$ cat src/rtl/des_perm_pipe.sv
// des_perm_pipe: pipelined DES initial / final permutation over LANES 64-bit blocks.
// Each transaction selects IP, FP (IP^-1) or bypass. The permutation is applied
// combinationally, and the result then moves through a STAGES-deep register
// pipeline with a valid/ready handshake. A sideband tag travels with the data.
module des_perm_pipe #(
  parameter int LANES  = 1,
  parameter int STAGES = 2,
  parameter int TAG_W  = 4
) (
  input  logic                  clk,
  input  logic                  rst_n,
  input  logic                  clr,
  input  logic                  in_valid,
  output logic                  in_ready,
  input  logic [1:0]            in_mode,
  input  logic [64*LANES-1:0]   in_data,
  input  logic [TAG_W-1:0]      in_tag,
  output logic                  out_valid,
  input  logic                  out_ready,
  output logic [64*LANES-1:0]   out_data,
  output logic [TAG_W-1:0]      out_tag,
  output logic                  busy,
  output logic [31:0]           blk_count
);

  localparam int DW   = 64 * LANES;
  localparam int LAST = STAGES - 1;

  logic [STAGES-1:0] stageValid_q, stageValid_d;
  logic [DW-1:0]     stageData_q [STAGES];
  logic [DW-1:0]     stageData_d [STAGES];
  logic [TAG_W-1:0]  stageTag_q  [STAGES];
  logic [TAG_W-1:0]  stageTag_d  [STAGES];
  logic [31:0]       blkCount_q, blkCount_d;
  logic [STAGES-1:0] stageLoad;
  logic [DW-1:0]     permData;

  // DES bit n is data bit 64-n, so DES bit 1 is the MSB.
  // Both tables are generated arithmetically from their row/column structure:
  //   IP rows 0-3 start at 58,60,62,64 and rows 4-7 start at 57,59,61,63, stepping down by 8.
  //   FP even columns hold 40-row, 48-row, ..., and odd columns hold 8-row, 16-row, ...
  function automatic logic [63:0] desPermute(input logic [63:0] blk, input logic inverse);
    logic [63:0] res;
    int row;
    int col;
    int src;
    res = '0;
    for (int i = 1; i <= 64; i++) begin
      row = (i - 1) / 8;
      col = (i - 1) % 8;
      if (!inverse)
        src = (row < 4) ? (58 + 2 * row - 8 * col) : (57 + 2 * (row - 4) - 8 * col);
      else
        src = (col % 2 == 0) ? (40 - row + 8 * (col / 2)) : (8 - row + 8 * (col / 2));
      res[64 - i] = blk[64 - src];
    end
    return res;
  endfunction

  // Apply the selected permutation to every lane in front of stage 0.
  always_comb begin
    permData = in_data;
    for (int l = 0; l < LANES; l++) begin
      case (in_mode)
        2'b00:   permData[64*l +: 64] = desPermute(in_data[64*l +: 64], 1'b0);
        2'b01:   permData[64*l +: 64] = desPermute(in_data[64*l +: 64], 1'b1);
        default: permData[64*l +: 64] = in_data[64*l +: 64];
      endcase
    end
  end

  // A stage may load if it is empty or its successor may load, so a ready
  // downstream lets the whole pipe advance in one cycle with no bubbles.
  always_comb begin
    logic chain;
    stageLoad = '0;
    chain = !stageValid_q[LAST] || out_ready;
    stageLoad[LAST] = chain;
    for (int k = LAST - 1; k >= 0; k--) begin
      chain = !stageValid_q[k] || chain;
      stageLoad[k] = chain;
    end
  end

  assign in_ready = stageLoad[0] && !clr;

  // Next-state logic: shift the stages that may load, take the new entry into
  // stage 0, and flush the valid bits on clr. Data is left stale on a flush.
  always_comb begin
    stageValid_d = stageValid_q;
    stageData_d  = stageData_q;
    stageTag_d   = stageTag_q;
    blkCount_d   = blkCount_q;
    if (in_valid && in_ready)
      blkCount_d = blkCount_q + 32'd1;
    if (clr) begin
      stageValid_d = '0;
    end else begin
      for (int k = LAST; k >= 1; k--) begin
        if (stageLoad[k]) begin
          stageValid_d[k] = stageValid_q[k-1];
          stageData_d[k]  = stageData_q[k-1];
          stageTag_d[k]   = stageTag_q[k-1];
        end
      end
      if (stageLoad[0]) begin
        stageValid_d[0] = in_valid;
        stageData_d[0]  = permData;
        stageTag_d[0]   = in_tag;
      end
    end
  end

  // Pipeline and counter registers. Reset clears everything, including any data in flight.
  always_ff @(posedge clk or negedge rst_n) begin
    if (!rst_n) begin
      stageValid_q <= '0;
      stageData_q  <= '{default: '0};
      stageTag_q   <= '{default: '0};
      blkCount_q   <= '0;
    end else begin
      stageValid_q <= stageValid_d;
      stageData_q  <= stageData_d;
      stageTag_q   <= stageTag_d;
      blkCount_q   <= blkCount_d;
    end
  end

  assign out_valid = stageValid_q[LAST];
  assign out_data  = stageData_q[LAST];
  assign out_tag   = stageTag_q[LAST];
  assign busy      = |stageValid_q;
  assign blk_count = blkCount_q;

endmodule
$ cat config.mk
export PLATFORM = sky130hd
export DESIGN_NAME = des_perm_pipe
export DESIGN_NICKNAME = d
export VERILOG_FILES = /design/src/rtl/des_perm_pipe.sv
export SDC_FILE = /design/constraint.sdc
export NUM_CORES = 1
export LEC_CHECK = 0
export BUFFER_PORTS_ARGS = -buffer_cell sky130_fd_sc_hd__clkbuf_2
export CORE_AREA = 4 4 123 125
export CTS_CLUSTER_DIAMETER = 40
export DETAILED_ROUTE_END_ITERATION = 16
export DIE_AREA = 0 0 127 129
export PLACE_DENSITY = 0.91
export SLEW_MARGIN = 40
export SYNTH_ARGS = -nofsm -noshare
export SYNTH_HDL_FRONTEND = slang
export SYNTH_SLANG_ARGS = --single-unit
$ cat constraint.sdc
create_clock -name clk -period 3.3 [get_ports clk]
set_input_delay 0.165 -clock clk [delete_from_list [all_inputs] [get_ports clk]]
set_output_delay 0.165 -clock clk [all_outputs]
set_load 0.03 [all_outputs]
; Yosys cells after proc, flatten, opt, wreduce, memory -nomap -nowiden
; Index checks and enable logic that the tools add are counted.
[word_totals]
regBits = 170
in_bits = 75
output_inout_bits = 103
wordCells = 795
[classes]
add_sub_neg = 129
order_cmp = 128
eq_ne = 1
n_mux = 516
n_bitwise = 1
reduce_logical = 13
[op_table]
columns = cell, count
row1 = < comparator 32 x 8 -> 1 bit (second input constant), 128
row2 = 2-to-1 mux 32 bit, 128
row3 = subtractor 8 x 32 -> 32 bit (first input constant), 128
row4 = binary-select mux 1 bit (select 6 bit), 128
row5 = 2-to-1 mux 1 bit, 258
row6 = one-hot mux 64 bit (2 select lines), 1
row7 = adder 32 x 1 -> 32 bit (second input constant), 1
row8 = AND reduction 2 bit, 2
row9 = nonzero test 2 bit, 2
row10 = logical NOT 1 bit, 3
row11 = == test 2 x 1 -> 1 bit (second input constant), 1
row12 = logical AND 1 bit, 2
row13 = logical NOT 2 bit, 1
row14 = logical OR 1 bit, 2
row15 = 2-to-1 mux 2 bit, 1
row16 = OR reduction 2 bit, 1
row17 = NOT 1 bit, 1

; Depth between registers and ports, before layout
; Gate-level depths: netlist of the first run.
[logic_depth]
word_depth = 7
mapped_depth = 7
depth_no_buf = 6

; Worst setup path before layout of the first run
; No wires, ideal clock.
[synth_path]
path_kind = register -> register
from = reg stageValid_q[1]
to = reg blkCount_q[1] (netlist: blk_count[1])
setup_time_ps = 125
arrival_ps = 2104
setup_slack_ps = 1071
path_stages_with_launch = 8
synth_period_minus_slack_ps = 2229
cell_sequence = dfrtp_1 > and3b_1 > or2_2 > clkbuf_1 > buf_2 > clkinv_1 > nand2_1 > mux2_2
[synth_between]
elab_chain_cells = 5
[synth_rtl]
columns = element, line_no
row1 = start: declaration, 29  ; logic [STAGES-1:0] stageValid_q, stageValid_d;
row2 = start signal: assignment, 122  ; stageValid_q <= stageValid_d;
row3 = logical NOT 1 bit, 77  ; chain = !stageValid_q[LAST] || out_ready;
row4 = logical OR 1 bit, 77
row5 = logical OR 1 bit, 80  ; chain = !stageValid_q[k] || chain;
row6 = logical AND 1 bit, 85  ; assign in_ready = stageLoad[0] && !clr;
row7 = named net in_ready, 14  ; output logic in_ready,
row8 = logical AND 1 bit, 94  ; if (in_valid && in_ready)
row9 = end signal: assignment, 125  ; blkCount_q <= blkCount_d;
row10 = end: declaration, 34  ; logic [31:0] blkCount_q, blkCount_d;
; The timed path passes the listed nets, and every way through them passes these cells.
; A chain may end at the register's enable or synchronous reset.

; Final worst setup path of the first run
[layout_path]
from = reg stageValid_q[1]
to = out in_ready
[layout_between]
elab_chain_cells = 4
[layout_rtl]
columns = element, line_no
row1 = logical NOT 1 bit, 77
row2 = logical OR 1 bit, 77
row3 = logical OR 1 bit, 80
row4 = logical AND 1 bit, 85
row5 = end: declaration, 14
; Every way passes these cells.

==> impl_metrics.json, run 1 <==
{
  "start_util_pct": 58.7,
  "dp_hpwl_um": 13500,
  "p_clk_share_pct": 36.0,
  "cts_buffers": 17,
  "switching_share_pct": 30.4,
  "globalRouteOverflowTotal": 0,
  "worstSetupPathType": "register to primary output",
  "critical_path_arrival_ns": 2.09,
  "r2r_end": "blk_count[31]$_DFFE_PN0P_",
  "synthesis.area_um2": 8150,
  "reg2regPathDepth": 5,
  "wl_per_cell_um": 18.3,
  "nets": 950,
  "fin_crit_sh_pct": 68.2,
  "grt_pass1_vias": 5856,
  "skew_ns": 0.00911,
  "grt_use_total_pct": 24.3,
  "core_area_um2": 13900,
  "finalSetupTns_ns": 0,
  "cell_internal_pwr_w": 0.00410,
  "synth_fp_nets": 854,
  "n_fill_cell": 1032,
  "p_leak_nw": 4.65,
  "r2r_slack_ns": 1.18,
  "grt_max_degree": 123,
  "cts.htree.levels": 4,
  "final_cells": 1067,
  "r2r_start": "stageValid_q[0]$_DFFE_PN0P_",
  "finalSetupViolCount": 0,
  "power_density_nw_per_um2": 630,
  "syn_to_final_growth_pct": 15.0,
  "min_from": "in_data[13]",
  "hold_depth": 3,
  "drtPass1Iterations": 5,
  "status": "finished, final reports clean",
  "tightest_slew_ns": 0.795,
  "p_seq_share_pct": 43.1,
  "drive_above_1_share_pct": 32.7,
  "ctsHoldBuffers": 8,
  "hold_violations": 0,
  "cts_tree": "built",
  "grt_antenna_before_repair": 2,
  "ys_types": 29,
  "synth_edf_count": 0,
  "post-cts-setup-buffers": 0,
  "synth-main-ff-cell": "dfrtp_1",
  "power.switching_w": 0.00180,
  "grt_setup_unrepaired": "false",
  "async_flop_share_pct": 100,
  "peakVddDrop_mv": 0.357,
  "ys_seq_area_share_pct": 52.2,
  "ys_warn_count": 0,
  "num_vias": 5923,
  "max-slew-margin-rel_pct": 47.0,
  "drt_first_iter_violations": 346,
  "cts_resized": 0,
  "grt_pass1_wl_um": 31200,
  "vias_per_cell": 5.55,
  "start_kind": "register",
  "regArea_um2": 4250,
  "worstSkewPairLatency_ns": 0.42,
  "p_comb_share_pct": 20.9,
  "io_pins": 178,
  "clk_pin_slew_worst_paths_ns": 0.07,
  "hold_class": "input pin to register",
  "placed_cells": 1027,
  "syn_inst": 778,
  "endpoint_kind": "primary output",
  "gp_congestion": 0.854,
  "drc": 0,
  "min_period_ns": 2.25,
  "crit_fanout": 34,
  "synth_area_per_cell_um2": 10.5,
  "clk_path_buf_depth": 2,
  "ys_ff_latch": 170,
  "hold_end": "stageData_q[77]$_DFFE_PN0P_",
  "rows": 43,
  "final_antenna_net_count": 0,
  "slew_violations": 0,
  "fp.dieW_um": 127,
  "required_ns": 3.13,
  "clockRootBuffer": "clkbuf_16",
  "die_area_um2": 16400,
  "die_h_um": 129,
  "multi_input_area_um2": 3190,
  "drt_wl_total_um": 19500,
  "fmax_mhz": 444,
  "numPortBuffers": 177,
  "cts.sinks": 170,
  "maxCapViolCount": 0
}
==> per-stage QoR <==
step | instance area, µm² | hold WS, ns | utilization [%] | total power, W | setup WS (ns)
final | 9370 | 0.0590 | 67.5 | 0.00590 | 1.05
after global routing | 9370 | 0.0621 | 67.5 | 0.00614 | 0.882
after CTS | 9370 | 0.0513 | 67.5 | 0.00594 | 1.01
after detailed placement | 8650 | 0.250 | 62.3 | 0.00380 | 1.24
after global placement | 8640 | 0.256 | 62.3 | 0.00376 | 1.31
after floorplan | 8150 | -0.131 | - | 0.00354 | 1.07
==> synthesized netlist by cell type (8+ instances only) <==
library cell	instances	area, µm²
nand2_1	89	334
a21oi_1	60	300
nor2_1	72	270
xnor2_1	23	201
clkbuf_1	30	113
xor2_1	8	70.1
mux2_2	69	777
nand3_1	16	80.1
mux2i_1	62	621
o21ai_0	62	310
buf_4	68	510
dfrtp_1	170	4250
==> worst max-delay path, cell delays in order, from the launching register on <==
cell,delay (ns)
dfrtp_1,0.37
and3b_1,0.24
or2_4,0.37
clkinv_1,0.39
clkbuf_2,0.29
==> logic make-up (layout without fill, tap and decap cells) <==
family | after synthesis | count (layout) | synth area share, %
AO/OA/AOI/OAI | 122 | 122 | 7.50
multiplexers | 131 | 131 | 17.2
other | 0 | 1 | 0
XOR/XNOR | 31 | 31 | 3.33
AND/OR/NAND/NOR | 206 | 206 | 10.9
flip-flops | 170 | 170 | 52.2
buffers and inverters | 117 | 225 | 8.73
adder cells (fa/ha/maj) | 1 | 1 | 0.154
==> final cells by class <==
cell class / instances / share of cell area, %
Sequential cell: 170 / 45.4
Multi-Input combinational cell: 491 / 34.1
Timing Repair Buffer: 190 / 11.2
Clock buffer: 20 / 4.98
Tap cell: 180 / 2.40
Clock inverter: 11 / 1.78
Inverter: 4 / 0.160
Antenna cell: 1 / 0.0267
==> sequential cells by signal (all words and copies together), names as in the netlist <==
name	count
blk_count	32
stageValid_q	2
out_data	64
stageData_q	64
out_tag	4
stageTag_q	4
==> cell usage in the layout, fill, tap and decap left out, types with 4 or more instances in the layout <==
cell type,count
o21ai_0,62
xnor2_1,23
and3_1,5
dlygate4sd3_1,8
mux2_2,69
xor2_1,8
dfrtp_1,170
nand4_1,7
bufinv_16,4
clkbuf_16,17
nand2_1,89
a21oi_1,60
nand3_1,16
mux2i_1,62
clkbuf_2,174
nor2_1,71
==> routing by layer <==
metal	up-vias	global-route usage [%]	part of all wire (%)
li1	2761	-	-
met5	-	0	0.067
met2	219	39.5	49
met1	2902	31.5	41
met3	39	7.02	7.7
met4	2	8.64	2.5
==> power groups by stage <==
| stage | clock [W] | sequential (W) | combinational [W] |
|---|---|---|---|
| finish | 0.00213 | 0.00254 | 0.00123 |
| global route | 0.00224 | 0.00258 | 0.00133 |
| CTS | 0.00215 | 0.00254 | 0.00125 |
| detailed placement | 0 | 0.00257 | 0.00123 |
| global placement | 0 | 0.00256 | 0.00120 |
| floorplan | 0 | 0.00259 | 0.000956 |
==> worst max-delay path by stage <==
stage	end	cells past startpoint	slack [ns]	from
3_5_place_dp	blk_count[31]$_DFFE_PN0P_	5	1.24	stageValid_q[0]$_DFFE_PN0P_
4_1_cts	in_ready	4	1.01	stageValid_q[1]$_DFFE_PN0P_
5_1_grt	in_ready	4	0.88	stageValid_q[1]$_DFFE_PN0P_
2_1_floorplan	blk_count[1]$_DFFE_PN0P_	7	1.07	stageValid_q[1]$_DFFE_PN0P_
3_3_place_gp	blk_count[19]$_DFFE_PN0P_	5	1.31	stageValid_q[0]$_DFFE_PN0P_
6_report	in_ready	4	1.05	stageValid_q[1]$_DFFE_PN0P_
No activity file was read; power rests on OpenSTA's default activity.
==> run 2: changes to the inputs <==
- CORE_AREA: 4 4 123 125 -> 4 4 134 136
- DIE_AREA: 0 0 127 129 -> 0 0 138 140
- PLACE_DENSITY: 0.91 -> 0.82
- clock period: 3.3 -> 1.87 ns (I/O delays scaled with it)
==> impl_metrics.json, run 2 (same netlist as run 1, synthesis figures left out) <==
{
  "grt_max_degree": 116,
  "drc": 0,
  "grt_antenna_before_repair": 0,
  "drive_above_1_share_pct": 34.1,
  "grt_use_total_pct": 20.9,
  "fp.dieW_um": 138,
  "slew_violations": 0,
  "use_met3_pct": 6.76,
  "min_period_ns": 1.88,
  "layout_setup_ws_ns": -0.00583,
  "rows": 48,
  "drtPass1Iterations": 5,
  "core_area_um2": 16900,
  "use_met1_pct": 26.5,
  "grt_pass1_vias": 5977,
  "p_comb_share_pct": 22.7,
  "cell_internal_pwr_w": 0.00734,
  "grt_use_met2_pct": 34.0,
  "p_seq_share_pct": 42.3,
  "vias_per_cell": 5.14,
  "max-slew-margin-rel_pct": 66.3,
  "power_density_nw_per_um2": 1040,
  "crit_fanout": 7,
  "die_h_um": 140,
  "hold_class": "input pin to register",
  "violations": "negative setup slack",
  "dp_hpwl_um": 13700,
  "grt_pass1_wl_um": 32200,
  "die_area_um2": 19300,
  "status": "finished with violations",
  "num_vias": 6055,
  "critical_path_arrival_ns": 2.21,
  "start_kind": "register",
  "cts.htree.levels": 4,
  "final_common_cell": "clkbuf_2",
  "p_total_w": 0.0106,
  "required_ns": 2.20,
  "grt.busiest_layer": "met2",
  "finalSetupViolCount": 1,
  "antenna_cells": 0,
  "drt_wl_total_um": 19900,
  "fin_crit_sh_pct": 100,
  "final_antenna_net_count": 0,
  "numPortBuffers": 177,
  "syn_to_final_growth_pct": 24.2,
  "nets": 1015,
  "clockRootBuffer": "clkbuf_16",
  "clk_path_buf_depth": 2,
  "endpoint_kind": "register",
  "switching_share_pct": 30.6,
  "layout_common_cells": "clkbuf_2 (173), dfrtp_1 (167), nand2_1 (89), nor2_1 (71), mux2_2 (69)",
  "power.switching_w": 0.00323,
  "start_util_pct": 48.1,
  "p_leak_nw": 4.96,
  "worstSetupPathType": "register to register",
  "wl_per_cell_um": 16.9,
  "globalRouteOverflowTotal": 0,
  "maxCapViolCount": 0,
  "worstSkewPairLatency_ns": 0.42,
  "drt_first_iter_violations": 287,
  "gp_congestion": 0.835,
  "skew_ns": 0.00800,
  "peakVddDrop_mv": 0.701,
  "p_clk_share_pct": 35.0,
  "grt_setup_unrepaired": "true",
  "clk_pin_slew_worst_paths_ns": 0.07,
  "fmax_mhz": 533,
  "io_pins": 178,
  "cts_buffers": 17,
  "tightest_slew_ns": 0.505,
  "finalSetupTns_ns": -0.00583,
  "cts_tree": "built",
  "cts.sinks": 170,
  "hold_violations": 0
}
[run 2: timing repair]
| action | 4_1_cts | 5_1_grt |
|---|---|---|
| pin swaps | 0 | 7 |
| hold endpoints to repair | 219 | 0 |
| resized for setup | 3 | 9 |
| setup endpoints to repair | 8 | 14 |
| hold buffers | 48 | 0 |
| setup buffers | 0 | 5 |
[run 2: final timing paths]
kind / from / to / slack, ns / cells past startpoint
max: blk_count[0]$_DFFE_PN0P_ / blk_count[15]$_DFFE_PN0P_ / -0.006 / 5
min: in_data[38] / stageData_q[102]$_DFFE_PN0P_ / 0.009 / 3
max reg2reg: blk_count[0]$_DFFE_PN0P_ / blk_count[15]$_DFFE_PN0P_ / -0.006 / 5
min reg2reg: blk_count[31]$_DFFE_PN0P_ / blk_count[31]$_DFFE_PN0P_ / 0.47 / 1
max in group asynchronous: rst_n / stageData_q[109]$_DFFE_PN0P_ / 1.10 / 3
min in group asynchronous: rst_n / stageData_q[108]$_DFFE_PN0P_ / 0.12 / 2
[run 2: worst max-delay path, stage by stage, from the launching register on]
cell	delay [ns]
dfrtp_2	0.42
and3_4	0.20
or3b_4	0.38
or3_4	0.45
buf_4	0.17
xnor2_1	0.17
[run 2: cell type report]
class	count	area, µm²
multi-input combinational	491	3230
clock inverter	12	173
tap	225	282
clock buffer	20	447
sequential	170	4260
fill	1367	6820
inverter	4	20.0
timing repair buffer	255	1710
[run 2: per-stage QoR]
stage | cells | cell area (µm²) | util, % | setup WS (ns) | hold WS, ns
global placement | 1092 | 8920 | 52.7 | -0.0374 | -0.00561
CTS | 1172 | 10000 | 59.2 | -0.0494 | 0.000353
global route | 1177 | 10100 | 59.7 | -0.0457 | 0.0130
finish | 1177 | 10100 | 59.7 | -0.00583 | 0.00929
floorplan | 778 | 8150 | - | -0.106 | -0.202
detailed placement | 1092 | 8920 | 52.7 | -0.0853 | -0.00146
[run 2: power by group through the flow]
stage          clock (W)  sequential, W  combinational (W)
2_1_floorplan          0        0.00457            0.00169
3_3_place_gp           0        0.00448            0.00226
3_5_place_dp           0        0.00451            0.00229
4_1_cts          0.00379        0.00445            0.00238
5_1_grt          0.00394        0.00453            0.00260
6_report         0.00370        0.00447            0.00240
[run 2: per-layer routing]
layer | share of wire, % | up-vias
li1 | - | 2908
met1 | 42 | 2906
met2 | 48 | 210
met3 | 7.6 | 31
met4 | 2.1 | 0
met5 | 0 | -
